==> config.mk <==
export PLATFORM = sky130hd
export DESIGN_NAME = mux_pipe_stage
export DESIGN_NICKNAME = d
export VERILOG_FILES = /design/src/rtl/mux_pipe_stage.sv
export SDC_FILE = /design/constraint.sdc
export NUM_CORES = 1
export LEC_CHECK = 0
export ABC_AREA = 0
export CAP_MARGIN = 25
export CORE_UTILIZATION = 42
export DETAILED_ROUTE_END_ITERATION = 7
export GPL_TIMING_DRIVEN = 0
export HOLD_SLACK_MARGIN = 0.08
export PLACE_DENSITY_LB_ADDON = 0.3
export SYNTH_ARGS = -nofsm -noshare
export SYNTH_HDL_FRONTEND = slang
export SYNTH_SLANG_ARGS = --single-unit
export TNS_END_PERCENT = 1
==> constraint.sdc <==
create_clock -name clk -period 2.1 [get_ports clk]
set_clock_uncertainty 0.2 [all_clocks]
set_input_delay 0.315 -clock clk [delete_from_list [all_inputs] [get_ports clk]]
set_output_delay 0.315 -clock clk [all_outputs]
set_load 0.01 [all_outputs]
==> src/rtl/mux_pipe_stage.sv <==
// Select-and-capture pipeline stage: an N:1 mux feeding a two-entry skid buffer
// with a registered in_ready, flush, and out-of-range select error tracking.
module mux_pipe_stage #(
  parameter int unsigned WIDTH  = 32,
  parameter int unsigned NUM_IN = 4,
  parameter int unsigned SEL_W  = 3
) (
  input  logic                    clk,
  input  logic                    rst_n,
  input  logic [NUM_IN*WIDTH-1:0] in_data,
  input  logic [SEL_W-1:0]        in_sel,
  input  logic                    in_valid,
  output logic                    in_ready,
  input  logic                    flush,
  output logic [WIDTH-1:0]        out_data,
  output logic                    out_valid,
  input  logic                    out_ready,
  output logic                    sel_err,
  output logic [7:0]              err_cnt
);

  typedef enum logic [1:0] {StEmpty, StOne, StTwo} state_e;

  state_e           state_q, state_d;
  logic [WIDTH-1:0] main_q, main_d;
  logic [WIDTH-1:0] skid_q, skid_d;
  logic             in_ready_q, in_ready_d;
  logic             sel_err_q, sel_err_d;
  logic [7:0]       err_cnt_q, err_cnt_d;

  logic [WIDTH-1:0] sel_word;
  logic             sel_oor;
  logic             accept;
  logic             consume;
  logic             valid_int;

  // Out-of-range selects fall through with a zero word and sel_oor still set.
  always_comb begin
    sel_word = '0;
    sel_oor  = 1'b1;
    for (int unsigned k = 0; k < NUM_IN; k++) begin
      if (in_sel == SEL_W'(k)) begin
        sel_word = in_data[k*WIDTH +: WIDTH];
        sel_oor  = 1'b0;
      end
    end
  end

  assign valid_int = (state_q != StEmpty);
  assign accept    = in_valid && in_ready_q && !flush;
  assign consume   = valid_int && out_ready && !flush;

  always_comb begin
    state_d = state_q;
    main_d  = main_q;
    skid_d  = skid_q;

    if (flush) begin
      state_d = StEmpty;
      main_d  = '0;
      skid_d  = '0;
    end else begin
      unique case (state_q)
        StEmpty: begin
          if (accept) begin
            main_d  = sel_word;
            state_d = StOne;
          end
        end
        StOne: begin
          if (accept && consume) begin
            main_d = sel_word;
          end else if (accept) begin
            skid_d  = sel_word;
            state_d = StTwo;
          end else if (consume) begin
            main_d  = '0;
            state_d = StEmpty;
          end
        end
        StTwo: begin
          if (consume) begin
            main_d  = skid_q;
            skid_d  = '0;
            state_d = StOne;
          end
        end
        default: begin
          state_d = StEmpty;
          main_d  = '0;
          skid_d  = '0;
        end
      endcase
    end

    // Computed from the next state so in_ready never depends on out_ready this cycle.
    in_ready_d = (state_d != StTwo);
  end

  // Error tracking survives flush; only reset clears it.
  always_comb begin
    sel_err_d = sel_err_q;
    err_cnt_d = err_cnt_q;
    if (accept && sel_oor) begin
      sel_err_d = 1'b1;
      if (err_cnt_q != 8'hFF) begin
        err_cnt_d = err_cnt_q + 8'd1;
      end
    end
  end

  always_ff @(posedge clk) begin
    if (!rst_n) begin
      state_q    <= StEmpty;
      main_q     <= '0;
      skid_q     <= '0;
      in_ready_q <= 1'b1;
      sel_err_q  <= 1'b0;
      err_cnt_q  <= 8'd0;
    end else begin
      state_q    <= state_d;
      main_q     <= main_d;
      skid_q     <= skid_d;
      in_ready_q <= in_ready_d;
      sel_err_q  <= sel_err_d;
      err_cnt_q  <= err_cnt_d;
    end
  end

  assign in_ready  = in_ready_q;
  assign out_valid = valid_int;
  assign out_data  = valid_int ? main_q : '0;
  assign sel_err   = sel_err_q;
  assign err_cnt   = err_cnt_q;

endmodule

# Word level (Yosys, flattened, before mapping)
# Cells that the tools add are included.
[totals] register_bits=76 input_bits=136 output_inout_bits=43 wordCells=60
[op_classes] n_addsub=1 n_eq_ne=13 muxes=24 bitwise=2 n_reduce_logical=14
[ops] op="2-to-1 mux 32 bit" count=11
[ops] op="one-hot mux 32 bit (3 select lines)" count=2
[ops] op="2-to-1 mux 2 bit" count=6
[ops] op="!= test 2 bit, second input constant" count=5
[ops] op="adder 8 x 1 -> 8 bit, second input constant" count=1
[ops] op="!= test 8 bit, second input constant" count=1
[ops] op="AND reduction 4 bit" count=2
[ops] op="== test 3 x 2 -> 1 bit, second input constant" count=2
[ops] op="logical AND 1 bit" count=6
[ops] op="!= test 3 bit, second input constant" count=2
[ops] op="one-hot mux 2 bit (3 select lines)" count=1
[ops] op="2-to-1 mux 1 bit" count=4
[ops] op="== test 3 x 1 -> 1 bit, second input constant" count=1
[ops] op="zero test 3 bit" count=1
[ops] op="== test 2 x 1 -> 1 bit, second input constant" count=1
[ops] op="== test 2 bit, second input constant" count=1
[ops] op="zero test 2 bit" count=1
[ops] op="inverter 1 bit" count=2
[ops] op="AND reduction 2 bit" count=1
[ops] op="nonzero test 2 bit" count=1
[ops] op="OR reduction 2 bit" count=1
[ops] op="zero test 1 bit" count=1

# Logic depth before layout (Yosys ltp)
[logic_depth] ltp_word=9 ltp_mapped=6 ltp_nobuf=5

# Least setup slack after synthesis
# OpenSTA, ideal clock, no wires.
[synth_timing] path_type="input to register" startpoint="input port in_sel[0]" endpoint="register main_q[10]" setup_ns=0.122 t_arrival_ns=1.448 required_time_ns=1.778 path_slack_ns=0.331 path_stages=5 n_path_buf=2 path_cell_list="buf_6 buf_12 mux4_2 nor2b_1 a221o_1"
[synth_via] elab_chain_len=7 elab_cells_between_ends=11 cone_classes="3 x eq/ne; 7 x mux; 1 x reduce/logical"
[synth_lines] element="from (decl)" line="11" rtl="input logic [SEL_W-1:0] in_sel,"
[synth_lines] element="zero test 3 bit" line="42" rtl="if (in_sel == SEL_W'(k)) begin"
[synth_lines] element="2-to-1 mux 32 bit (3 in series)" line="42"
[synth_lines] element="2-to-1 mux 32 bit (*)" line="42"
[synth_lines] element="2-to-1 mux 32 bit (on tied branches)" line="71, 65"
[synth_lines] element="one-hot mux 32 bit (3 select lines) (*)" line="63" rtl="unique case (state_q)"
[synth_lines] element="to (signal assigned)" line="122" rtl="main_q <= main_d;"
[synth_lines] element="to (decl)" line="25" rtl="logic [WIDTH-1:0] main_q, main_d;"
# Every way passes the cells marked *; elsewhere a longest branch is shown, timed or not. The select of a mux whose other input is x is not followed.
# A chain may end at the register's enable or synchronous reset.

# Final worst setup path
[layout_timing] startpoint="register state_q[1]" endpoint="output port out_data[20]"
[layout_via] elab_chain_len=2
[layout_lines] element="from (decl)" line="24" rtl="state_e state_q, state_d;"
[layout_lines] element="from (signal assigned)" line="114" rtl="state_q <= StEmpty;"
[layout_lines] element="from (signal assigned)" line="121" rtl="state_q <= state_d;"
[layout_lines] element="nonzero test 2 bit" line="49" rtl="assign valid_int = (state_q != StEmpty);"
[layout_lines] element="2-to-1 mux 32 bit" line="132" rtl="assign out_data = valid_int ? main_q : '0;"
[layout_lines] element="to (decl)" line="15" rtl="output logic [WIDTH-1:0] out_data,"
# No other way between the ends.

==> flow_metrics.tcl <==
set metrics [dict create \
    outcome "finished, violations left" \
    violations "design-rule violations, negative setup slack" \
    ir_worst_vdd_v 0.000335 \
    r2r-start "state_q[1]$_SDFF_PN0_" \
    yosysWarnings 0 \
    wl_per_cell_um 16.5 \
    final_cell_mix "clkdlybuf4s50_1, dfxtp_1, nor2b_1" \
    synth_area_um2 3850 \
    diodes 0 \
    slew_headroom_pct 73.1 \
    power.density_nw_per_um2 566 \
    antenna_found_initial 0 \
    clk_latency_ns 0.35 \
    netlist_top_cells_area "dfxtp_1, mux4_2, nor2b_1" \
    rr_worst_depth 5 \
    fin_ws_ns -0.108 \
    post-route-period-util_pct 105 \
    multi_input_area_um2 2120 \
    drcViolationCount 10 \
    wl_mm 10.3 \
    grt_most_used_layer "met2" \
    grt_max_degree 14 \
    holdPathStages 2 \
    drt-pass1-iter-count 7 \
    whs_endpoint "sel_err$_SDFFE_PN0P_" \
    post-place-ws_ns -0.488 \
    ys_ff_latch 76 \
    cts_made_buffers 9 \
    netlist_instances 325 \
    clock_path_buffers 2 \
    htreeDepth 3 \
    fp-row-count 34 \
    dieArea_um2 9550 \
    post_cts_buffers 0 \
    clk_pin_slew_ns 0.08 \
    cp_max_fo 10 \
    cp.required_ns 1.58 \
    drive_above_1_share_pct 16.8 \
    timing.rr.end "main_q[15]$_SDFFE_PP0P_" \
    vias_per_cell 5.49 \
    post-dp-hpwl_mm 8.30 \
    hold_viol_final 0 \
    io_buffers 177 \
    synth_cell_types 43 \
    fmax_mhz 453 \
    synth_area_per_cell_um2 11.8 \
    p_leak_nw 2.31 \
    drv_slew 0 \
    initialDrtViolationCount 101 \
    area_delta_synth_final_pct 56.5 \
    criticalPathCategory "register to output pin" \
    cp-start-kind "register" \
    met3_usage_pct 5.11 \
    reg2reg_slack_ns 0.23 \
    end_kind "output pin" \
    hp-start "sel_err$_SDFFE_PN0P_" \
    die_w_um 97.7 \
    worst_pin_slew_ns 0.404 \
    gp_congestion 0.822 \
    grt_first_pass_wirelength_mm 16.6 \
    seqCellArea_um2 1530 \
    drtAntennaViolNets 0 \
    grt_util_met2_pct 39.8 \
    seq_area_frac_synth_pct 39.5 \
    io_pins 179 \
    clock_sinks 76 \
    final_common_cell "clkdlybuf4s50_1" \
    track_usage_pct 22.0 \
    crit_arrival_ns 1.69 \
    cts_tree "done" \
    start_util_pct 43.7 \
    first_global_vias 3497 \
    globalRouteMet1Util_pct 25.0 \
    clock-root-buffer "clkbuf_8" \
    syn_nets 462 \
    period_needed_ns 2.21 \
    nets 650 \
    overflow 0 \
    netlist.area_leader.share_pct 39.5 \
    setup_violations 15 \
    min_path_type "register to register" \
    fill_cells 673 \
    vias 3435 \
    die_h_um 97.7 \
    yosysTopAreaCell "dfxtp_1" \
    core_area_um2 8810 \
    max-cap-violations 0 \
    fin_total_pwr_mw 3.41 \
    rsz0062_at_grt "true" \
]
## worst max-delay path by stage
stage / from / endpoint
floorplan: in_sel[0] / main_q[10]$_SDFFE_PP0P_
global placement: in_sel[1] / main_q[6]$_SDFFE_PP0P_
detailed placement: in_sel[1] / main_q[2]$_SDFFE_PP0P_
CTS: state_q[1]$_SDFF_PN0_ / out_data[20]
global route: state_q[0]$_SDFF_PN0_ / out_data[20]
finish: state_q[1]$_SDFF_PN0_ / out_data[20]
## flip-flops by register name, summed over array words and instances, names as in the netlist
register and flops:
skid_q 32, err_cnt 8, state_q 2, main_q 32
sel_err 1, in_ready 1
## stage by stage
stage	hold slack (ns)	cell area, um2	std cells	utilization (%)	setup TNS (ns)
finish	0.281	6020	626	68.4	-0.968
global route	0.298	6020	626	68.4	-3.66
CTS	0.282	6030	626	68.4	-1.91
detailed placement	0.263	5760	610	65.4	-25.66
global placement	0.252	5760	610	65.4	-24.05
floorplan	0.233	3850	325	-	0
## power by group
part	internal [mW]	leakage (nW)	switching (mW)
Combinational	0.392	1.57	0.176
Sequential	1.46	0.615	0.0120
Clock	0.822	0.122	0.551
Total	2.67	2.31	0.740
## cells in the mapped netlist (all sizes together)
master        instances
nand2b                3
and4bb                1
a211o                 1
nand4b                1
ha                    1
dlymetal6s2s          1
a221o                32
nand2                 4
nand4                 2
or4                   3
o41ai                 1
o211ai                1
o21ai                 3
or3                   2
o22a                  1
o311ai                1
a21oi                 5
nor4b                 1
nand3                 3
xor2                  1
mux2i                 2
o21a                  1
dfxtp                76
buf                  18
inv                   9
mux4                 32
a22o                 32
clkbuf                7
a211oi                1
nor2                 10
o31ai                 2
and4b                 1
nor2b                62
nor3                  3
nand3b                1
## cell families after synthesis
| kind of cell | Yosys count | share of synthesized area, % |
|---|---|---|
| AOI/OAI and AO/OA | 81 | 18.8 |
| xor gates and xnor gates | 1 | 0.228 |
| adders and majority gates | 1 | 0.325 |
| buffers and inverters | 35 | 5.75 |
| DFF | 76 | 39.5 |
| muxes | 34 | 19.4 |
| and+or+nand+nor | 97 | 16.0 |
## area by class of cell
type                    count  area share, %
plain buffers              26           3.32
clock buffers              10           2.29
clock inverters             6           1.85
inverters                   9          0.561
multi-input cells         214           35.2
flip-flops and latches     76           25.4
well taps                 108           2.24
repair buffers            177           29.2
## what timing repair did
action / in CTS / in global routing
pin swaps: 1 / 1
hold buffers: 0 / 0
setup endpoints to repair: 50 / 71
gates resized for setup: 29 / 6
## worst max-delay path, cell delays in order (launching register included)
cell and delay (ns):
dfxtp_4 0.40, nor2_4 0.06, buf_4 0.17, nor2b_1 0.15, clkdlybuf4s50_1 0.56
## metal layers
layer  vias to the layer above  wire length (um)
li1                       1645                 -
met1                      1633              4090
met2                       137              5290
met3                        20               708
met4                         0               241
met5                         -                 0
No activity file was read; power rests on OpenSTA's default activity.
